## config.mk

```make
export PLATFORM = sky130hd
export DESIGN_NAME = sync_fifo_ctrl
export DESIGN_NICKNAME = d
export VERILOG_FILES = /design/src/rtl/sync_fifo_ctrl.sv
export SDC_FILE = /design/constraint.sdc
export NUM_CORES = 1
export LEC_CHECK = 0
export CAP_MARGIN = 20
export CORE_MARGIN = 2
export CORE_UTILIZATION = 35
export DETAILED_ROUTE_END_ITERATION = 16
export SLEW_MARGIN = 5
export SYNTH_ARGS = -nofsm -noshare
export SYNTH_HDL_FRONTEND = slang
export SYNTH_SLANG_ARGS = --single-unit
```

## constraint.sdc

```tcl
create_clock -name clk -period 4.35 [get_ports clk]
set_input_delay 0.87 -clock clk [delete_from_list [all_inputs] [get_ports clk]]
set_output_delay 0.87 -clock clk [all_outputs]
set_load 0.01 [all_outputs]
```

## src/rtl/sync_fifo_ctrl.sv

```systemverilog
// Single-clock FIFO: storage, wrap-bit binary pointers, occupancy and status flags.
// Supports registered (FWFT=0) or first-word-fall-through (FWFT=1) read data.
module sync_fifo_ctrl #(
   parameter int unsigned DATA_WIDTH = 32,
   parameter int unsigned PTR_WIDTH  = 5,
   parameter int unsigned AF_LEVEL   = 28,
   parameter int unsigned AE_LEVEL   = 4,
   parameter bit          FWFT       = 1'b0
) (
   input  logic                  clk,
   input  logic                  rst,
   input  logic                  wr_en,
   input  logic [DATA_WIDTH-1:0] data_in,
   input  logic                  rd_en,
   input  logic                  err_clr,
   output logic [DATA_WIDTH-1:0] data_out,
   output logic                  data_valid,
   output logic                  full,
   output logic                  empty,
   output logic                  almost_full,
   output logic                  almost_empty,
   output logic [PTR_WIDTH:0]    count,
   output logic                  overflow,
   output logic                  underflow
);

   localparam int unsigned       DEPTH   = 1 << PTR_WIDTH;
   localparam logic [PTR_WIDTH:0] AF_THR = AF_LEVEL[PTR_WIDTH:0];
   localparam logic [PTR_WIDTH:0] AE_THR = AE_LEVEL[PTR_WIDTH:0];
   localparam logic [PTR_WIDTH:0] PTR_ONE = {{PTR_WIDTH{1'b0}}, 1'b1};

   logic [DATA_WIDTH-1:0] mem [DEPTH];
   logic [PTR_WIDTH:0]    b_wptr;
   logic [PTR_WIDTH:0]    b_rptr;
   logic                  wr_ok;
   logic                  rd_ok;

   // Status decodes only from registered pointers, so it never glitches on inputs.
   assign full  = (b_wptr[PTR_WIDTH] != b_rptr[PTR_WIDTH]) &&
                  (b_wptr[PTR_WIDTH-1:0] == b_rptr[PTR_WIDTH-1:0]);
   assign empty = (b_wptr == b_rptr);
   assign count = b_wptr - b_rptr;
   assign almost_full  = (count >= AF_THR);
   assign almost_empty = (count <= AE_THR);

   assign wr_ok = wr_en & ~full;
   assign rd_ok = rd_en & ~empty;

   always_ff @(posedge clk or posedge rst) begin
      if (rst) begin
         b_wptr    <= '0;
         b_rptr    <= '0;
         overflow  <= 1'b0;
         underflow <= 1'b0;
      end else begin
         if (wr_ok) b_wptr <= b_wptr + PTR_ONE;
         if (rd_ok) b_rptr <= b_rptr + PTR_ONE;
         // A fresh error in the same cycle as err_clr keeps the flag set.
         if (wr_en & full)    overflow <= 1'b1;
         else if (err_clr)    overflow <= 1'b0;
         if (rd_en & empty)   underflow <= 1'b1;
         else if (err_clr)    underflow <= 1'b0;
      end
   end

   always_ff @(posedge clk) begin
      if (wr_ok) mem[b_wptr[PTR_WIDTH-1:0]] <= data_in;
   end

   generate
      if (FWFT) begin : g_fwft
         assign data_out   = mem[b_rptr[PTR_WIDTH-1:0]];
         assign data_valid = ~empty;
      end else begin : g_reg
         logic [DATA_WIDTH-1:0] data_q;
         logic                  valid_q;

         always_ff @(posedge clk or posedge rst) begin
            if (rst) begin
               data_q  <= '0;
               valid_q <= 1'b0;
            end else begin
               valid_q <= rd_ok;
               if (rd_ok) data_q <= mem[b_rptr[PTR_WIDTH-1:0]];
            end
         end

         assign data_out   = data_q;
         assign data_valid = valid_q;
      end
   endgenerate

endmodule

```

Yosys cells after proc, flatten, opt, wreduce, memory -nomap -nowiden:

Memories as Yosys holds them, arrays and structs flattened. A register that Yosys moved wholly into a read port is not among the register bits.
Cells that the tools add are included.
Widths: inputs -> output; s select.

* register bits: 15
* ROM bits: 0
* RAM bits: 1024
* memories: 1
* latch bits: 0
* bits of input ports: 37
* output and inout port bits: 45
* word-level logic and storage cells: 28

Memory list
* mem: words 32, width 32, rd ports 1, clocked after memory_dff 1, wr ports 1, line 32 `logic [DATA_WIDTH-1:0] mem [DEPTH];`

* bitwise gates (word level): 6
* mux-type cells: 5
* divide/modulo/power cells: 0
* reductions and logical operators: 3
* shift-type cells: 0
* equal/unequal tests: 3
* $lt $le $gt $ge: 2
* $add $sub $neg: 3
* $mul: 0

Operator list (number)
* $add 6x1->6 const B: 2
* $eq 6x6->1: 1
* $ge 6x5->1 const B: 1
* $le 6x3->1 const B: 1
* $sub 6x6->6: 1
* $eq 5x5->1: 1
* $mux 1: 5
* $and 1x1->1: 4
* $reduce_bool 2->1: 2
* $not 1->1: 2
* $logic_and 1x1->1: 1
* $ne 1x1->1: 1

Logic depth before layout (Yosys ltp):

Gate-level depths: netlist of the first run.

* depth in word-level cells: 6
* mapped depth: 11
* mapped depth without buffers: 9

Worst setup path before layout of the first run:

No wires, ideal clock.

* path kind: register to register
* start point: register b_rptr[2]
* end point: memory mem[15][0] (enable)
* setup slack: 0.509 ns
* stages on the path, launching flop included: 12
* setup time: 0.421 ns
* arrival: 3.420 ns
* path buffers: 4
* path through: dfrtp_1 -> inv_2 -> buf_2 -> clkbuf_1 -> ha_1 -> nand3_1 -> nor3b_1 -> nor2b_1 -> buf_2 -> nand2_1 -> buf_2 -> nor2_1

* word-level cells in the longest chain between the ends: 6

RTL lines
* from (decl): line 34 `logic [PTR_WIDTH:0] b_rptr;`
* from (signal assigned): line 57 `if (rd_ok) b_rptr <= b_rptr + PTR_ONE;`
* $eq 5x5->1: line 40 `(b_wptr[PTR_WIDTH-1:0] == b_rptr[PTR_WIDTH-1:0]);`
* $logic_and 1x1->1: line 39 `assign full = (b_wptr[PTR_WIDTH] != b_rptr[PTR_WIDTH]) &&`
* named net full: line 18 `output logic full,`
* $not 1->1: line 46 `assign wr_ok = wr_en & ~full;`
* $and 1x1->1: line 46
* $mux 1: line 67 `if (wr_ok) mem[b_wptr[PTR_WIDTH-1:0]] <= data_in;`
* $mux 1 (implied by the code): line 67
* to (decl): line 32

The timed path passes the listed nets, and every way through them passes these cells.

Worst setup path after layout of the first run:

* start point: register b_rptr[1]
* end point: output almost_full

* word-level cells in the longest chain between the ends: 2

RTL lines
* $sub 6x6->6: line 42 `assign count = b_wptr - b_rptr;`
* $ge 6x5->1: line 43 `assign almost_full = (count >= AF_THR);`
* to (decl): line 20 `output logic almost_full,`

No other way between the ends.

==> summary.txt, run 1 <==
Timing
  • Setup WS post-layout: 0.2662 ns
  • Max-slew violations: 0
  • RSZ-0062 raised after global routing: no
  • Final Setup Violations: 0
  • Min cycle time layout: 4.084 ns
  • Tcrit/Tclk final: 93.88%
  • TNS Setup: 0 ns
  • Hold Vio Cnt, Final: 0
  • Relative slew margins: 25.35%
  • Worst-Margin Slew: 1.120 ns
  • Final Skew: 0.03149 ns
  • Fmax: 0.2449 GHz

Placement
  • GPL Wtd Cong: 0.7932
  • Placement Setup Slack: 0.3578 ns
  • I/O Buffers: 81
  • HPWL after detailed placement: 58450 µm

Critical path
  • Signal arrival time at the worst endpoint: 3.21 ns
  • CP required: 3.48 ns
  • Critical path type: flop to primary output
  • Worst Setup End Kind: primary output
  • Critical Path Start Type: flop
  • Critical path fanouts, max: 3

Floorplanning
  • Initial core utilization: 35.18%
  • Width of the die: 347.8 µm
  • Core ar.: 117600 µm²
  • Die area: 121000 µm²
  • # rows: 126
  • # IOs: 82
  • Chip height: 347.8 µm

Power
  • Pwr dens: 633.2 nW/µm²
  • VDD IR max: 0.6651 mV
  • Leakage: 15.53 nW

Synth
  • Syn Area/Cell: 20.43 µm²
  • Netlist cell types: 43
  • Sequential-to-total area share from yosys stat: 77.15%
  • Number of synthesized register bits: 1071
  • Ys flop type: edfxtp_1
  • Ys Warns: 0
  • Syn Nets: 2073
  • Post-synth EDFFs: 1024
  • Mapped Cells: 2025
  • Ys async rst share: 4.388%
  • Mapped Area: 41380 µm²

GRT
  • Vias in the first global route: 21100
  • Overall routing resource usage: 17.12%
  • Largest net degree at the start of global routing: 138
  • Number of antenna violations at the first check in global routing: 2
  • Busiest grt layer: met2
  • Grt met1 use: 23.92%
  • Met3 usage: 2.575%
  • Met2 Track Usage GR: 28.03%
  • First-pass GRT wire length: 150400 µm
  • GRT overflow: 0

Clock network
  • Post-cts repair resize count: 0
  • Setup bufs post-CTS: 0
  • Htree depth: 3
  • Latest clock arrival within the worst-skew pair: 0.69 ns
  • Hold-fix buffers, CTS: 0
  • CTS tree: yes
  • CTS Buf Count: 106
  • Clock sinks: 1071
  • Clock Pin Slew Worst Setup and Hold Paths: 0.06 ns
  • Max clock buf depth: 3
  • Clk root buf: clkbuf_16

Route
  • 1st-pass router iterations: 5
  • Routed wire length: 104100 µm
  • Routed len/inst: 27.24 µm
  • Initial DRC count: 2544
  • Final ANT Viol Nets: 0
  • Drc violations: 0
  • Vias per cell: 5.409
  • Overall via count from detail_route: 20670

Worst hold path
  • Hold/Removal Path Class: flop to flop

Finish
  • Fin util: 41.42%
  • Layout Nets: 2242
  • Layout cell share with drive strength beyond 1: 23.58%
  • Synth-to-Final Area Change: 17.71%
  • Ant. Diodes: 0

Run status
  • Status: finished, final reports clean

Run
  • Max Cap Viol: 0
logic make-up after synthesis:
group,after synthesis,share of synthesized area [%]
AO/OA/AOI/OAI,270,4.554
XOR/XNOR,12,0.2540
adder cells (fa/ha/maj),11,0.3508
buffers and inverters,134,1.642
flip-flops,1071,77.15
multiplexers,384,14.32
AND/OR/NAND/NOR,143,1.727
cell usage after synthesis (10+ instances only):
| cell | n | share of area, % |
|---|---|---|
| edfxtp_1 | 1024 | 74 |
| mux2i_1 | 160 | 3.9 |
| mux4_2 | 160 | 8.7 |
| a22oi_1 | 64 | 1.2 |
| mux2_2 | 64 | 1.7 |
| clkbuf_1 | 49 | 0.44 |
| dfrtp_1 | 47 | 2.8 |
| buf_2 | 44 | 0.53 |
| o21ai_0 | 40 | 0.48 |
| nor2_1 | 38 | 0.34 |
| a21oi_1 | 34 | 0.41 |
| nor3_1 | 34 | 0.41 |
| and2_1 | 33 | 0.50 |
| a211oi_1 | 32 | 0.58 |
| a22o_1 | 32 | 0.68 |
| o221ai_1 | 32 | 0.68 |
| o22ai_1 | 32 | 0.48 |
| nand2_1 | 19 | 0.17 |
| inv_1 | 13 | 0.12 |
| buf_4 | 12 | 0.22 |
| buf_6 | 10 | 0.27 |
| ha_1 | 10 | 0.30 |
| xnor2_1 | 10 | 0.21 |
routing by layer:
metal  up-vias  part of all wire, %
met5         -                0.012
met4         2                  2.1
met3       129                  6.4
met2       761                   48
met1     11030                   43
li1       8746                    -
placed cells by master (no fill, tap or decap), drive strengths merged, types with 3 or more instances in the layout:
master and instances:
a211oi 32, mux4 160, a22oi 64, mux2i 160
inv 16, clkdlybuf4s50 80, a22o 32, nor2b 3
nor3 34, buf 100, clkbuf 141, nor2 38
bufinv 12, ha 10, nand3 4, dfrtp 47
o221ai 32, xnor2 10, a21oi 34, o21ai 40
nand2 19, mux2 64, clkinvlp 7, clkinv 38
o22ai 32, edfxtp 1024, and2 33
power breakdown:
part / switching [mW] / internal, mW / total [mW] / leakage (nW)
Combinational: 5.27 / 3.89 / 9.16 / 4.02
Sequential: 0.351 / 12.1 / 12.5 / 9.79
Clock: 3.83 / 5.40 / 9.23 / 1.73
Total: 9.45 / 21.4 / 30.8 / 15.5
metrics by stage:
stage / area, µm² / std cells / total power [mW] / hold slack [ns]
final: 48710 / 3822 / 30.84 / 0.4854
after global routing: 48710 / 3822 / 32.08 / 0.5017
after CTS: 48360 / 3801 / 31.07 / 0.4912
after detailed placement: 44810 / 3601 / 21.86 / 0.4822
after global placement: 44630 / 3592 / 21.76 / 0.4810
after floorplan: 41380 / 2025 / 18.50 / 0.4604
state kept, by name (all words and copies together), names as in the netlist:
name and cells:
b_wptr 6, b_rptr 6, overflow 1, underflow 1, data_out 32, mem 1024
data_valid 1
worst max-delay path: stages (launching register included):
cell and delay [ns]:
dfrtp_4 0.49, inv_1 0.12, ha_1 0.25, nor2b_1 0.15, o21ai_1 0.16, a21boi_1 0.12
or4_1 0.42, nand3_1 0.16, a31o_2 0.12, clkdlybuf4s50_1 0.52
area by class of cell:
class                   count  area, µm²
multi-input cells         820       9055
inverters                  14      55.05
repair buffers            181       2198
flip-flops and latches   1071      31940
fillers                 10210      68900
clock buffers             141       2897
well taps                1536       1922
clock inverters            59      645.6
final timing paths:
path,startpoint,to,slack [ns],cells after the start
setup / recovery,b_rptr[1]$_DFFE_PP0P_,almost_full,0.27,9
hold / removal,b_wptr[5]$_DFFE_PP0P_,b_wptr[5]$_DFFE_PP0P_,0.49,1
setup reg to reg,b_wptr[3]$_DFFE_PP0P_,mem[6][16]$_DFFE_PP_,0.45,7
hold reg to reg,b_wptr[5]$_DFFE_PP0P_,b_wptr[5]$_DFFE_PP0P_,0.49,1
max in group asynchronous,rst,data_out[15]$_DFFE_PP0P_,3.01,3
min in group asynchronous,rst,b_rptr[1]$_DFFE_PP0P_,0.52,2
Note: power is estimated with default switching activity, not from simulation.
==> inputs of run 2 (changes only) <==
--- a/config.mk
+++ b/config.mk
@@ -5,9 +5,11 @@
 export SDC_FILE = /design/constraint.sdc
 export NUM_CORES = 1
 export LEC_CHECK = 0
+export ABC_AREA = 1
 export CAP_MARGIN = 20
 export CORE_MARGIN = 2
 export CORE_UTILIZATION = 35
+export CTS_CLUSTER_SIZE = 28
 export DETAILED_ROUTE_END_ITERATION = 16
 export SLEW_MARGIN = 5
 export SYNTH_ARGS = -nofsm -noshare
==> run 2 against run 1 <==
Compared with the run above: sequential power barely moved; clock skew decreased by 0.0033 ns; flip-flop and latch count is the same; non-clock buffer count rose by 7; critical endpoint is now almost_empty; largest cell class unchanged; largest power group unchanged.
==> summary.txt, run 2 <==
Synth
  • Ys Warns: 0
  • Mapped Area: 45180 µm²
  • Synth cell count leaders: 1434 x nand2_1, 1024 x edfxtp_1, 467 x inv_1, 458 x nand3_1, 358 x nor2_1
  • Mapped Cells: 4253
  • Sequential-to-total area share from yosys stat: 70.67%
  • Number of synthesized register bits: 1071
  • Ys flop type: edfxtp_1
  • Post-synth EDFFs: 1024
  • Largest area contributor in the netlist: edfxtp_1
  • Syn Nets: 4301
  • Top-area cell type share of the netlist area: 68.06%
  • Most frequent cell after synthesis: nand2_1
  • Ys async rst share: 4.388%
  • Syn Area/Cell: 10.62 µm²
  • Synth area leaders: edfxtp_1 68%, nand2_1 12%, nand3_1 5.1%
  • Netlist cell types: 24

Finish
  • Area of the multi-input gates: 10620 µm²
  • Synth-to-Final Area Change: 15.70%
  • Max reg flops: 1024
  • Fillers: 12040
  • Layout cell share with drive strength beyond 1: 7.316%
  • Reg area: 31940 µm²
  • Commonest non-fill, non-tap cell in the layout: nand2_1
  • Layout Nets: 4377
  • Most frequent cells in the layout: 1433 x nand2_1, 1024 x edfxtp_1, 464 x inv_1, 458 x nand3_1, 326 x nor2_1

Placement
  • GPL Wtd Cong: 0.7733
  • I/O Buffers: 81
  • HPWL after detailed placement: 67070 µm

Route
  • Vias per cell: 4.937
  • Initial DRC count: 3361
  • Overall via count from detail_route: 30010
  • Routed wire length: 126600 µm
  • Drc violations: 0
  • Final ANT Viol Nets: 0
  • 1st-pass router iterations: 6
  • Routed len/inst: 20.82 µm

Floorplanning
  • Core ar.: 127800 µm²
  • Width of the die: 363.3 µm
  • # IOs: 82
  • Initial core utilization: 35.34%
  • Die area: 132000 µm²
  • Chip height: 363.3 µm
  • # rows: 131

Timing
  • TNS Setup: 0 ns
  • RSZ-0062 raised after global routing: no
  • Relative slew margins: 21.03%
  • Final Skew: 0.02820 ns
  • Hold Vio Cnt, Final: 0
  • Tcrit/Tclk final: 90.79%
  • Fmax: 0.2532 GHz
  • Max-slew violations: 0
  • Final Setup Violations: 0
  • Worst-Margin Slew: 1.185 ns
  • Min cycle time layout: 3.949 ns

Critical path
  • Worst Setup End Kind: primary output
  • CP required: 3.48 ns
  • Crit-path cells: inv_1 > ha_1 > fa_1 > o21ai_0 > xor2_1 > nand2_1 > nor2_1 > clkdlybuf4s50_1
  • Slowest stage cell on the critical path: clkdlybuf4s50_1
  • Critical path fanouts, max: 6
  • Worst Path Buf+Inv: 2
  • Critical path type: flop to primary output
  • Slowest stage delay, CP: 0.54 ns
  • Critical Path Start Type: flop
  • Signal arrival time at the worst endpoint: 3.08 ns
  • Top delay family on crit path: buffers and inverters

Clock network
  • Clock sinks: 1071
  • Htree depth: 3
  • Latest clock arrival within the worst-skew pair: 0.70 ns
  • Hold-fix buffers, CTS: 0
  • CTS tree: yes
  • Setup bufs post-CTS: 0
  • Max clock buf depth: 3
  • CTS Buf Count: 106
  • Clk root buf: clkbuf_16
  • Post-cts repair resize count: 0
  • Clock Pin Slew Worst Setup and Hold Paths: 0.07 ns

Power
  • Leakage: 20.75 nW
  • VDD IR max: 0.9496 mV
  • Pwr dens: 638.6 nW/µm²
  • Total Power: 33.38 mW

GRT
  • Largest net degree at the start of global routing: 197
  • Overall routing resource usage: 19.07%
  • Vias in the first global route: 28490
  • GRT overflow: 0
  • First-pass GRT wire length: 187200 µm
  • Number of antenna violations at the first check in global routing: 11

Run status
  • Status: finished, final reports clean

Worst hold path
  • Hold/Removal Path Class: flop to flop

Run
  • Max Cap Viol: 0
==> run 2: cell types whose count changed in the layout (fill, tap and decap cells not counted), moves of 33 or more <==
cell and delta:
nand3_1 +454, nor2_1 +322, mux2i_1 -160, mux4_2 -160, a21oi_1 +34, a22oi_1 -64, o21ai_0 +79, inv_1 +453
mux2_2 -64, nand2_1 +1417, nor3_1 -33
==> run 2: cell families (layout without fill, tap and decap cells) <==
family,count (synthesis),count (layout),synth area share (%)
compound gates,206,206,2.282
xor+xnor,14,14,0.2714
fa+ha+maj,11,11,0.3213
buf+inv,693,855,6.387
flops,1071,1071,70.67
other cells,0,2,0
simple gates,2258,2258,20.07
==> run 2: per-layer routing <==
layer  wire, µm  global-route usage, %  vias up
li1           -                      -    14100
met1      57220                  28.08    14560
met2      55850                  29.01     1145
met3      10070                  3.141      201
met4       3368                  5.386        8
met5         60                      0        -
==> run 2: where the power goes <==
group / switching [mW] / total [mW] / internal (mW)
Combinational: 8.06 / 11.5 / 3.42
Clock: 4.02 / 9.45 / 5.43
Sequential: 0.374 / 12.5 / 12.1
==> run 2: stage by stage <==
stage / utilization, % / hold slack, ns / setup WS (ns) / cell area (µm²) / cells
3_3_place_gp: 37.76 / 0.4728 / 0.7571 / 48280 / 5859
4_1_cts: 40.73 / 0.4897 / 0.3577 / 52070 / 6065
3_5_place_dp: 37.94 / 0.4730 / 0.7983 / 48500 / 5871
5_1_grt: 40.88 / 0.5102 / 0.1862 / 52270 / 6078
6_report: 40.89 / 0.4865 / 0.4007 / 52270 / 6079
2_1_floorplan: - / 0.4639 / 0.5011 / 45180 / 4253
==> run 2: worst min-delay path, stage by stage (launching register included) <==
cell and delay [ns]:
dfrtp_1 0.35, nand2_1 0.06, nand2_1 0.05
==> run 2: path summary, 6_finish.rpt <==
| path | from | endpoint | slack, ns | depth (start not counted) |
|---|---|---|---|---|
| setup / recovery | b_wptr[0]$_DFFE_PP0P_ | almost_empty | 0.40 | 8 |
| hold / removal | data_out[26]$_DFFE_PP0P_ | data_out[26]$_DFFE_PP0P_ | 0.49 | 2 |
| setup reg to reg | b_wptr[3]$_DFFE_PP0P_ | mem[8][30]$_DFFE_PP_ | 1.04 | 10 |
| hold reg to reg | data_out[26]$_DFFE_PP0P_ | data_out[26]$_DFFE_PP0P_ | 0.49 | 2 |
| max in group asynchronous | rst | b_rptr[1]$_DFFE_PP0P_ | 2.83 | 4 |
| min in group asynchronous | rst | data_out[6]$_DFFE_PP0P_ | 0.56 | 2 |
==> run 2: cell type report <==
| type | count | share of cell area, % |
|---|---|---|
| sequential | 1071 | 61.10 |
| multi-input combinational | 2489 | 20.31 |
| clock buffer | 132 | 5.515 |
| timing repair buffer | 188 | 4.328 |
| tap | 1662 | 3.978 |
| inverter | 473 | 3.433 |
| clock inverter | 62 | 1.321 |
| antenna | 2 | 0.009575 |
